$ cat config.mk
export PLATFORM = sky130hd
export DESIGN_NAME = mem_access_sequencer_flat
export DESIGN_NICKNAME = d
export VERILOG_FILES = /design/src/rtl/mem_access_sequencer_pkg.sv /design/src/rtl/mem_access_sequencer_if.sv /design/src/rtl/mem_access_sequencer_req_latch.sv /design/src/rtl/mem_access_sequencer.sv /design/src/flat_wrapper.sv
export SDC_FILE = /design/constraint.sdc
export NUM_CORES = 1
export LEC_CHECK = 0
export BUFFER_PORTS_ARGS = -buffer_cell sky130_fd_sc_hd__buf_2
export CELL_PAD_IN_SITES_DETAIL_PLACEMENT = 0
export CELL_PAD_IN_SITES_GLOBAL_PLACEMENT = 2
export CORE_ASPECT_RATIO = 0.8
export CORE_UTILIZATION = 34
export CTS_CLUSTER_SIZE = 8
export DETAILED_ROUTE_END_ITERATION = 10
export PLACE_DENSITY = 0.92
export SLEW_MARGIN = 5
export SYNTH_ARGS = -nofsm -noshare
export SYNTH_HDL_FRONTEND = slang
export SYNTH_SLANG_ARGS = --single-unit
$ cat constraint.sdc
create_clock -name CLK -period 2.9 [get_ports CLK]
set_clock_uncertainty 0.05 [all_clocks]
set_input_delay 0.29 -clock CLK [delete_from_list [all_inputs] [get_ports CLK]]
set_output_delay 0.29 -clock CLK [all_outputs]
set_load 0.01 [all_outputs]
$ cat src/rtl/mem_access_sequencer_pkg.sv
// Shared constants for the memory access sequencer: FSM state codes,
// controller read/write op codes and the serial-port addresses.
package mem_access_sequencer_pkg;

    localparam logic [1:0] S_IDLE  = 2'b00;
    localparam logic [1:0] S_FETCH = 2'b01;
    localparam logic [1:0] S_DATA  = 2'b10;

    localparam logic [1:0] MEM_NONE = 2'b00;
    localparam logic [1:0] MEM_W1   = 2'b01;
    localparam logic [1:0] MEM_W2   = 2'b10;

    localparam logic [15:0] SERIAL_DATA_ADDR = 16'hBF00;
    localparam logic [15:0] SERIAL_STAT_ADDR = 16'hBF01;

endpackage

$ cat src/rtl/mem_access_sequencer_if.sv
// Pipeline-side requests and controller-side access bundle of the sequencer.
// The master modport is the sequencer; the slave modport is its environment.
interface mem_access_sequencer_if #(
    parameter int ADDR_W = 16,
    parameter int DATA_W = 16
);
    logic              if_req;
    logic [ADDR_W-1:0] if_addr;
    logic [1:0]        mem_read;
    logic [1:0]        mem_write;
    logic [ADDR_W-1:0] mem_addr;
    logic [DATA_W-1:0] mem_wdata;
    logic [DATA_W-1:0] ctrl_rdata;
    logic [ADDR_W-1:0] ctrl_addr;
    logic [DATA_W-1:0] ctrl_wdata;
    logic [1:0]        ctrl_memRead;
    logic [1:0]        ctrl_memWrite;
    logic [DATA_W-1:0] if_instr;
    logic              if_valid;
    logic [DATA_W-1:0] mem_rdata;
    logic              mem_done;
    logic              stall;
    logic              illegal;

    modport master (
        input  if_req, if_addr, mem_read, mem_write, mem_addr, mem_wdata, ctrl_rdata,
        output ctrl_addr, ctrl_wdata, ctrl_memRead, ctrl_memWrite,
        output if_instr, if_valid, mem_rdata, mem_done, stall, illegal
    );

    modport slave (
        output if_req, if_addr, mem_read, mem_write, mem_addr, mem_wdata, ctrl_rdata,
        input  ctrl_addr, ctrl_wdata, ctrl_memRead, ctrl_memWrite,
        input  if_instr, if_valid, mem_rdata, mem_done, stall, illegal
    );

endinterface

$ cat src/rtl/mem_access_sequencer_req_latch.sv
// Single-entry pending data-request register: loads on accept, drops valid on
// clear (the DATA slot exit). Fields are held after clear.
module mem_access_sequencer_req_latch #(
    parameter int ADDR_W = 16,
    parameter int DATA_W = 16
) (
    input  logic              CLK,
    input  logic              RST,
    input  logic              accept,
    input  logic              clear,
    input  logic [ADDR_W-1:0] in_addr,
    input  logic [DATA_W-1:0] in_wdata,
    input  logic [1:0]        in_rd,
    input  logic [1:0]        in_wr,
    output logic              valid,
    output logic [ADDR_W-1:0] addr,
    output logic [DATA_W-1:0] wdata,
    output logic [1:0]        rd,
    output logic [1:0]        wr
);

    always_ff @(posedge CLK or negedge RST) begin
        if (!RST) begin
            valid <= 1'b0;
            addr  <= '0;
            wdata <= '0;
            rd    <= '0;
            wr    <= '0;
        end else if (accept) begin
            valid <= 1'b1;
            addr  <= in_addr;
            wdata <= in_wdata;
            rd    <= in_rd;
            wr    <= in_wr;
        end else if (clear) begin
            valid <= 1'b0;
        end
    end

endmodule

$ cat src/rtl/mem_access_sequencer.sv
// Serialises IF fetches and MEM data accesses onto the shared memory
// controller, one access per cycle, and raises the structural-hazard stall.
module mem_access_sequencer
    import mem_access_sequencer_pkg::*;
#(
    parameter int         ADDR_W   = 16,
    parameter int         DATA_W   = 16,
    parameter logic [1:0] FETCH_RD = MEM_W1
) (
    input  logic                  CLK,
    input  logic                  RST,
    mem_access_sequencer_if.master bus
);

    logic [1:0]        state;
    logic [1:0]        state_nxt;
    logic              rd_req;
    logic              wr_req;
    logic              accept;
    logic              busy;
    logic              done_q;
    logic              pend_valid;
    logic [ADDR_W-1:0] pend_addr;
    logic [DATA_W-1:0] pend_wdata;
    logic [1:0]        pend_rd;
    logic [1:0]        pend_wr;
    logic [ADDR_W-1:0] sel_addr;
    logic [DATA_W-1:0] sel_wdata;
    logic [1:0]        sel_rd;
    logic [1:0]        sel_wr;

    assign rd_req = (bus.mem_read != MEM_NONE);
    assign wr_req = (bus.mem_write != MEM_NONE);
    // The MEM stage stays frozen from accept through the mem_done cycle.
    assign busy      = pend_valid | done_q;
    assign accept    = RST & (rd_req ^ wr_req) & ~busy;
    assign bus.stall = accept | busy;
    assign bus.mem_done = done_q;

    mem_access_sequencer_req_latch #(
        .ADDR_W (ADDR_W),
        .DATA_W (DATA_W)
    ) u_req_latch (
        .CLK      (CLK),
        .RST      (RST),
        .accept   (accept),
        .clear    (state == S_DATA),
        .in_addr  (bus.mem_addr),
        .in_wdata (bus.mem_wdata),
        .in_rd    (bus.mem_read),
        .in_wr    (bus.mem_write),
        .valid    (pend_valid),
        .addr     (pend_addr),
        .wdata    (pend_wdata),
        .rd       (pend_rd),
        .wr       (pend_wr)
    );

    // A request accepted this cycle goes straight to the next DATA slot.
    assign sel_addr  = accept ? bus.mem_addr  : pend_addr;
    assign sel_wdata = accept ? bus.mem_wdata : pend_wdata;
    assign sel_rd    = accept ? bus.mem_read  : pend_rd;
    assign sel_wr    = accept ? bus.mem_write : pend_wr;

    always_comb begin
        state_nxt = S_IDLE;
        if (state == S_DATA)
            state_nxt = bus.if_req ? S_FETCH : S_IDLE;
        else if (accept || pend_valid)
            state_nxt = S_DATA;
        else if (bus.if_req)
            state_nxt = S_FETCH;
    end

    always_ff @(posedge CLK or negedge RST) begin
        if (!RST) begin
            state             <= S_IDLE;
            bus.ctrl_addr     <= '0;
            bus.ctrl_wdata    <= '0;
            bus.ctrl_memRead  <= MEM_NONE;
            bus.ctrl_memWrite <= MEM_NONE;
            bus.if_instr      <= '0;
            bus.if_valid      <= 1'b0;
            bus.mem_rdata     <= '0;
            done_q            <= 1'b0;
            bus.illegal       <= 1'b0;
        end else begin
            state <= state_nxt;
            case (state_nxt)
                S_DATA: begin
                    bus.ctrl_addr     <= sel_addr;
                    bus.ctrl_wdata    <= sel_wdata;
                    bus.ctrl_memRead  <= sel_rd;
                    bus.ctrl_memWrite <= sel_wr;
                end
                S_FETCH: begin
                    bus.ctrl_addr     <= bus.if_addr;
                    bus.ctrl_memRead  <= FETCH_RD;
                    bus.ctrl_memWrite <= MEM_NONE;
                end
                default: begin
                    bus.ctrl_memRead  <= MEM_NONE;
                    bus.ctrl_memWrite <= MEM_NONE;
                end
            endcase

            bus.if_valid <= (state == S_FETCH);
            if (state == S_FETCH)
                bus.if_instr <= bus.ctrl_rdata;

            done_q <= (state == S_DATA);
            if (state == S_DATA && bus.ctrl_memRead != MEM_NONE)
                bus.mem_rdata <= bus.ctrl_rdata;

            if (rd_req && wr_req)
                bus.illegal <= 1'b1;
        end
    end

endmodule

$ cat src/flat_wrapper.sv
// flat-port wrapper written by rule: the top's interface ports become plain ports
module mem_access_sequencer_flat import mem_access_sequencer_pkg::*;
#(
    parameter int         ADDR_W   = 16,
    parameter int         DATA_W   = 16,
    parameter logic [1:0] FETCH_RD = MEM_W1
)
  (CLK, RST, bus_if_req, bus_if_addr, bus_mem_read, bus_mem_write, bus_mem_addr, bus_mem_wdata, bus_ctrl_rdata, bus_ctrl_addr, bus_ctrl_wdata, bus_ctrl_memRead, bus_ctrl_memWrite, bus_if_instr, bus_if_valid, bus_mem_rdata, bus_mem_done, bus_stall, bus_illegal);
  mem_access_sequencer_if #(.ADDR_W(ADDR_W), .DATA_W(DATA_W)) bus_i ();
  input  logic CLK;
  input  logic RST;
  input wire logic [$bits(bus_i.if_req)-1:0] bus_if_req;
  input wire logic [$bits(bus_i.if_addr)-1:0] bus_if_addr;
  input wire logic [$bits(bus_i.mem_read)-1:0] bus_mem_read;
  input wire logic [$bits(bus_i.mem_write)-1:0] bus_mem_write;
  input wire logic [$bits(bus_i.mem_addr)-1:0] bus_mem_addr;
  input wire logic [$bits(bus_i.mem_wdata)-1:0] bus_mem_wdata;
  input wire logic [$bits(bus_i.ctrl_rdata)-1:0] bus_ctrl_rdata;
  output wire logic [$bits(bus_i.ctrl_addr)-1:0] bus_ctrl_addr;
  output wire logic [$bits(bus_i.ctrl_wdata)-1:0] bus_ctrl_wdata;
  output wire logic [$bits(bus_i.ctrl_memRead)-1:0] bus_ctrl_memRead;
  output wire logic [$bits(bus_i.ctrl_memWrite)-1:0] bus_ctrl_memWrite;
  output wire logic [$bits(bus_i.if_instr)-1:0] bus_if_instr;
  output wire logic [$bits(bus_i.if_valid)-1:0] bus_if_valid;
  output wire logic [$bits(bus_i.mem_rdata)-1:0] bus_mem_rdata;
  output wire logic [$bits(bus_i.mem_done)-1:0] bus_mem_done;
  output wire logic [$bits(bus_i.stall)-1:0] bus_stall;
  output wire logic [$bits(bus_i.illegal)-1:0] bus_illegal;
  assign bus_i.if_req = bus_if_req;
  assign bus_i.if_addr = bus_if_addr;
  assign bus_i.mem_read = bus_mem_read;
  assign bus_i.mem_write = bus_mem_write;
  assign bus_i.mem_addr = bus_mem_addr;
  assign bus_i.mem_wdata = bus_mem_wdata;
  assign bus_i.ctrl_rdata = bus_ctrl_rdata;
  assign bus_ctrl_addr = bus_i.ctrl_addr;
  assign bus_ctrl_wdata = bus_i.ctrl_wdata;
  assign bus_ctrl_memRead = bus_i.ctrl_memRead;
  assign bus_ctrl_memWrite = bus_i.ctrl_memWrite;
  assign bus_if_instr = bus_i.if_instr;
  assign bus_if_valid = bus_i.if_valid;
  assign bus_mem_rdata = bus_i.mem_rdata;
  assign bus_mem_done = bus_i.mem_done;
  assign bus_stall = bus_i.stall;
  assign bus_illegal = bus_i.illegal;
  mem_access_sequencer #(.ADDR_W(ADDR_W), .DATA_W(DATA_W), .FETCH_RD(FETCH_RD)) u_core (.CLK(CLK), .RST(RST), .bus(bus_i));
endmodule
==> summary.md <==
| Metric | Value |
|---|---|
| Run status | complete, no violations |
| Maximum clock insertion buffer count | 2 |
| CP Data Required Time | 3.07 ns |
| Final hold violations | 0 |
| Vert. Die Dim | 105 um |
| Final weighted congestion in routability-driven placement | 0.687 |
| Count of hold-fix buffers inserted at cts | 1 |
| Number of different library cells in the post-synthesis netlist | 26 |
| Min-Delay Path Class | in -> reg |
| Clock root buffer master | sky130_fd_sc_hd__clkbuf_16 |
| Setup repair after global routing missed its margin | false |
| Layout cell share with drive strength beyond 1 | 52.4% |
| Final-stage net count | 519 |
| Most common library cell in the layout ignoring fill and taps | sky130_fd_sc_hd__buf_2 |
| Maximum clock rate | 404 MHz |
| Count of vias placed by the detailed router | 2809 |
| Proportion of netlist area held by the largest area contributor | 61.3% |
| Clock tree from TritonCTS | done |
| Half-perimeter wire length after detailed placement | 6440 um |
| WHS | 0.123 ns |
| Cell area after synthesis | 4490 um2 |
| TritonCTS Sinks | 110 |
| Cell type with the highest aggregate area in the netlist | sky130_fd_sc_hd__dfrtp_1 |
| Cells taking the most area after synthesis | sky130_fd_sc_hd__dfrtp_1 (61%), sky130_fd_sc_hd__mux2_2 (10%), sky130_fd_sc_hd__mux2_4 (9.7%), sky130_fd_sc_hd__mux2_1 (3.5%), sky130_fd_sc_hd__o31a_1 (3.1%) |
| Inserted Clock Buffers | 9 |
| Final Slew Violations | 0 |
| Number of design-rule violations left by the first detailed-router iteration | 108 |
| Total power density per cell area | 1130 nW/um2 |
| Critical path class | in -> reg |
| Number of antenna diodes | 0 |
| Global-route usage over all layers | 14.4% |
| Crit path cell chain | dlygate4sd3_1 -> buf_4 -> nor4bb_4 -> buf_4 -> mux2_1 -> mux2_2 |
| Endpoint arrival time on the critical path | 2.65 ns |
| Setup Buffers After CTS | 0 |
| Clock edge transition at the registers on the reported setup and hold paths | 0.07 ns |
| Maximum fanout along the worst path | 30 |
| Min Tclk post-route | 2.48 ns |
| Crit-path leading delay family | buffers and inverters |
| Pin slew with the least headroom to its limit | 1.06 ns |
| Worst-case headroom to the max-slew limit | 29.5% |
| Placeable core region | 12900 um2 |
| Cell occurring most often along the worst timing path | sky130_fd_sc_hd__buf_4 |
| Cells after Synth | 301 |
| DRT antenna net count | 0 |
| Die outline area | 13700 um2 |
| Pin count of the biggest net entering global routing | 85 |
| Post-DR wirelength/cell | 14.6 um |
| Total of flip-flops plus latches after synthesis | 110 |
| Static leakage | 2.77 nW |
| I/O pin count | 143 |
| Starting density of the core | 34.9% |
| Resized Gates After CTS | 0 |
| Standard cell with the maximum stage delay on the critical path | sky130_fd_sc_hd__dlygate4sd3_1 |
| Delay contributed by the slowest stage of the critical path | 0.56 ns |
| Vias/cell | 4.49 |
| Startpoint type of the worst setup path | input port |
| Number of remaining DRC errors | 0 |
| Commonest cells after routing, fill and taps aside | sky130_fd_sc_hd__buf_2 (141), sky130_fd_sc_hd__dfrtp_1 (110), sky130_fd_sc_hd__mux2_2 (41), sky130_fd_sc_hd__mux2_4 (29), sky130_fd_sc_hd__inv_1 (20) |
| Congestion Overflow GR | 0 |
| Setup Viol. Count Final | 0 |
| Setup total negative slack | 0 ns |
| Maximum vdd drop | 0.492 mV |
| Number of global-route vias before repair | 2943 |
| DR pass1 iterations | 4 |
| Initial antenna violation count | 0 |
| Post-Synthesis Mean Instance Area | 14.9 um2 |
| Element type at the critical path end | flip-flop |
| Post-Syn Nets | 375 |
| Wire length of the first global-routing pass | 15100 um |
| Yosys Warn Count | 0 |
| Clk Latency, worst-skew pair | 0.34 ns |
| Total wire length | 9140 um |
| Final critical-path share of the clock period | 85.4% |
| Number of maximum-capacitance violations | 0 |
| Horizontal die dimension | 131 um |
| Area Growth Syn to Fin | 27.2% |
| Site row count | 37 |
| CTS HTree Levels | 3 |
| Portion of the post-synthesis area used by sequential elements | 61.3% |
| Count of port buffers added during placement | 142 |
| Crit path buffers/inverters | 3 |
## cell usage after synthesis
master / instances
sky130_fd_sc_hd__dfrtp_1: 110
sky130_fd_sc_hd__mux2_2: 41
sky130_fd_sc_hd__mux2_4: 29
sky130_fd_sc_hd__inv_1: 20
sky130_fd_sc_hd__a21oi_1: 16
sky130_fd_sc_hd__nor3b_1: 16
sky130_fd_sc_hd__o31a_1: 16
sky130_fd_sc_hd__mux2_1: 14
sky130_fd_sc_hd__clkbuf_1: 11
sky130_fd_sc_hd__and2_1: 4
sky130_fd_sc_hd__buf_6: 3
sky130_fd_sc_hd__ha_1: 3
sky130_fd_sc_hd__or2_2: 3
sky130_fd_sc_hd__buf_2: 2
sky130_fd_sc_hd__nand2b_1: 2
sky130_fd_sc_hd__a211o_1: 1
sky130_fd_sc_hd__a21o_1: 1
sky130_fd_sc_hd__a22o_1: 1
sky130_fd_sc_hd__and3b_1: 1
sky130_fd_sc_hd__buf_8: 1
sky130_fd_sc_hd__nand2_1: 1
sky130_fd_sc_hd__nor2_1: 1
sky130_fd_sc_hd__nor2_2: 1
sky130_fd_sc_hd__nor2b_1: 1
sky130_fd_sc_hd__nor4bb_2: 1
sky130_fd_sc_hd__o21ai_1: 1
## report_power, final
part	total [mW]	internal [mW]	switching [mW]	leakage [nW]
clock	1.16	0.655	0.505	0.137
combinational	2.70	1.44	1.26	1.32
sequential	2.62	2.30	0.321	1.31
total	6.48	4.40	2.08	2.77
## routing by layer
layer	vias up	global-route usage, %	part of all wire [%]
met1	1385	18.1	45
li1	1335	-	-
met3	5	6.35	7.9
met2	84	22.9	46
met4	0	2.96	0.70
met5	-	0	0
## worst paths after layout
kind	startpoint	endpoint	slack [ns]	cells after the start
min in group asynchronous	RST	u_core.u_req_latch.valid	0.40	2
max reg2reg	u_core.u_req_latch.valid	u_core.bus.ctrl_wdata[13]	0.91	4
min reg2reg	u_core.bus.illegal	u_core.bus.illegal	0.42	1
max	RST	u_core.bus.ctrl_wdata[13]	0.42	6
min	bus_ctrl_rdata[13]	u_core.bus.if_instr[13]	0.12	2
max in group asynchronous	RST	u_core.bus.mem_rdata[12]	1.01	3
## logic make-up (layout without fill, tap and decap cells)
family | count (synthesis) | after routing | share of synthesized area (%)
flip-flops | 110 | 110 | 61.3
multiplexers | 84 | 84 | 23.5
AND/OR/NAND/NOR | 31 | 31 | 4.93
buffers and inverters | 37 | 186 | 3.90
adder cells (fa/ha/maj) | 3 | 3 | 0.836
AO/OA/AOI/OAI | 36 | 36 | 5.57
## per-stage QoR
| stage | setup WS [ns] | std cells | power [mW] | cell area (um2) | utilization, % |
|---|---|---|---|---|---|
| final | 0.423 | 625 | 6.48 | 5710 | 44.4 |
| after global routing | 0.285 | 625 | 6.98 | 5710 | 44.4 |
| after CTS | 0.379 | 625 | 6.60 | 5710 | 44.4 |
| after detailed placement | 0.294 | 608 | 5.40 | 5420 | 42.1 |
| after global placement | 0.334 | 608 | 5.28 | 5420 | 42.1 |
| after floorplan | 0.302 | 301 | 4.43 | 4490 | - |
## state kept, by name (all words and copies together) (netlist names), 2 cells and up
signal / cells
u_core.u_req_latch.wr: 2
u_core.state: 2
u_core.u_req_latch.addr: 16
u_core.bus.if_instr: 16
u_core.u_req_latch.rd: 2
u_core.u_req_latch.wdata: 16
u_core.bus.ctrl_wdata: 16
u_core.bus.ctrl_addr: 16
u_core.bus.mem_rdata: 16
u_core.bus.ctrl_memRead: 2
u_core.bus.ctrl_memWrite: 2
## final cells by class
| cell class | count | area, um2 |
|---|---|---|
| repair buffers | 150 | 813 |
| well taps | 175 | 219 |
| clock buffers | 16 | 282 |
| inverters | 20 | 75.1 |
| flip-flops and latches | 110 | 2750 |
| multi-input cells | 154 | 1570 |
| fillers | 1242 | 7160 |
(Power assumes the default switching activity.)
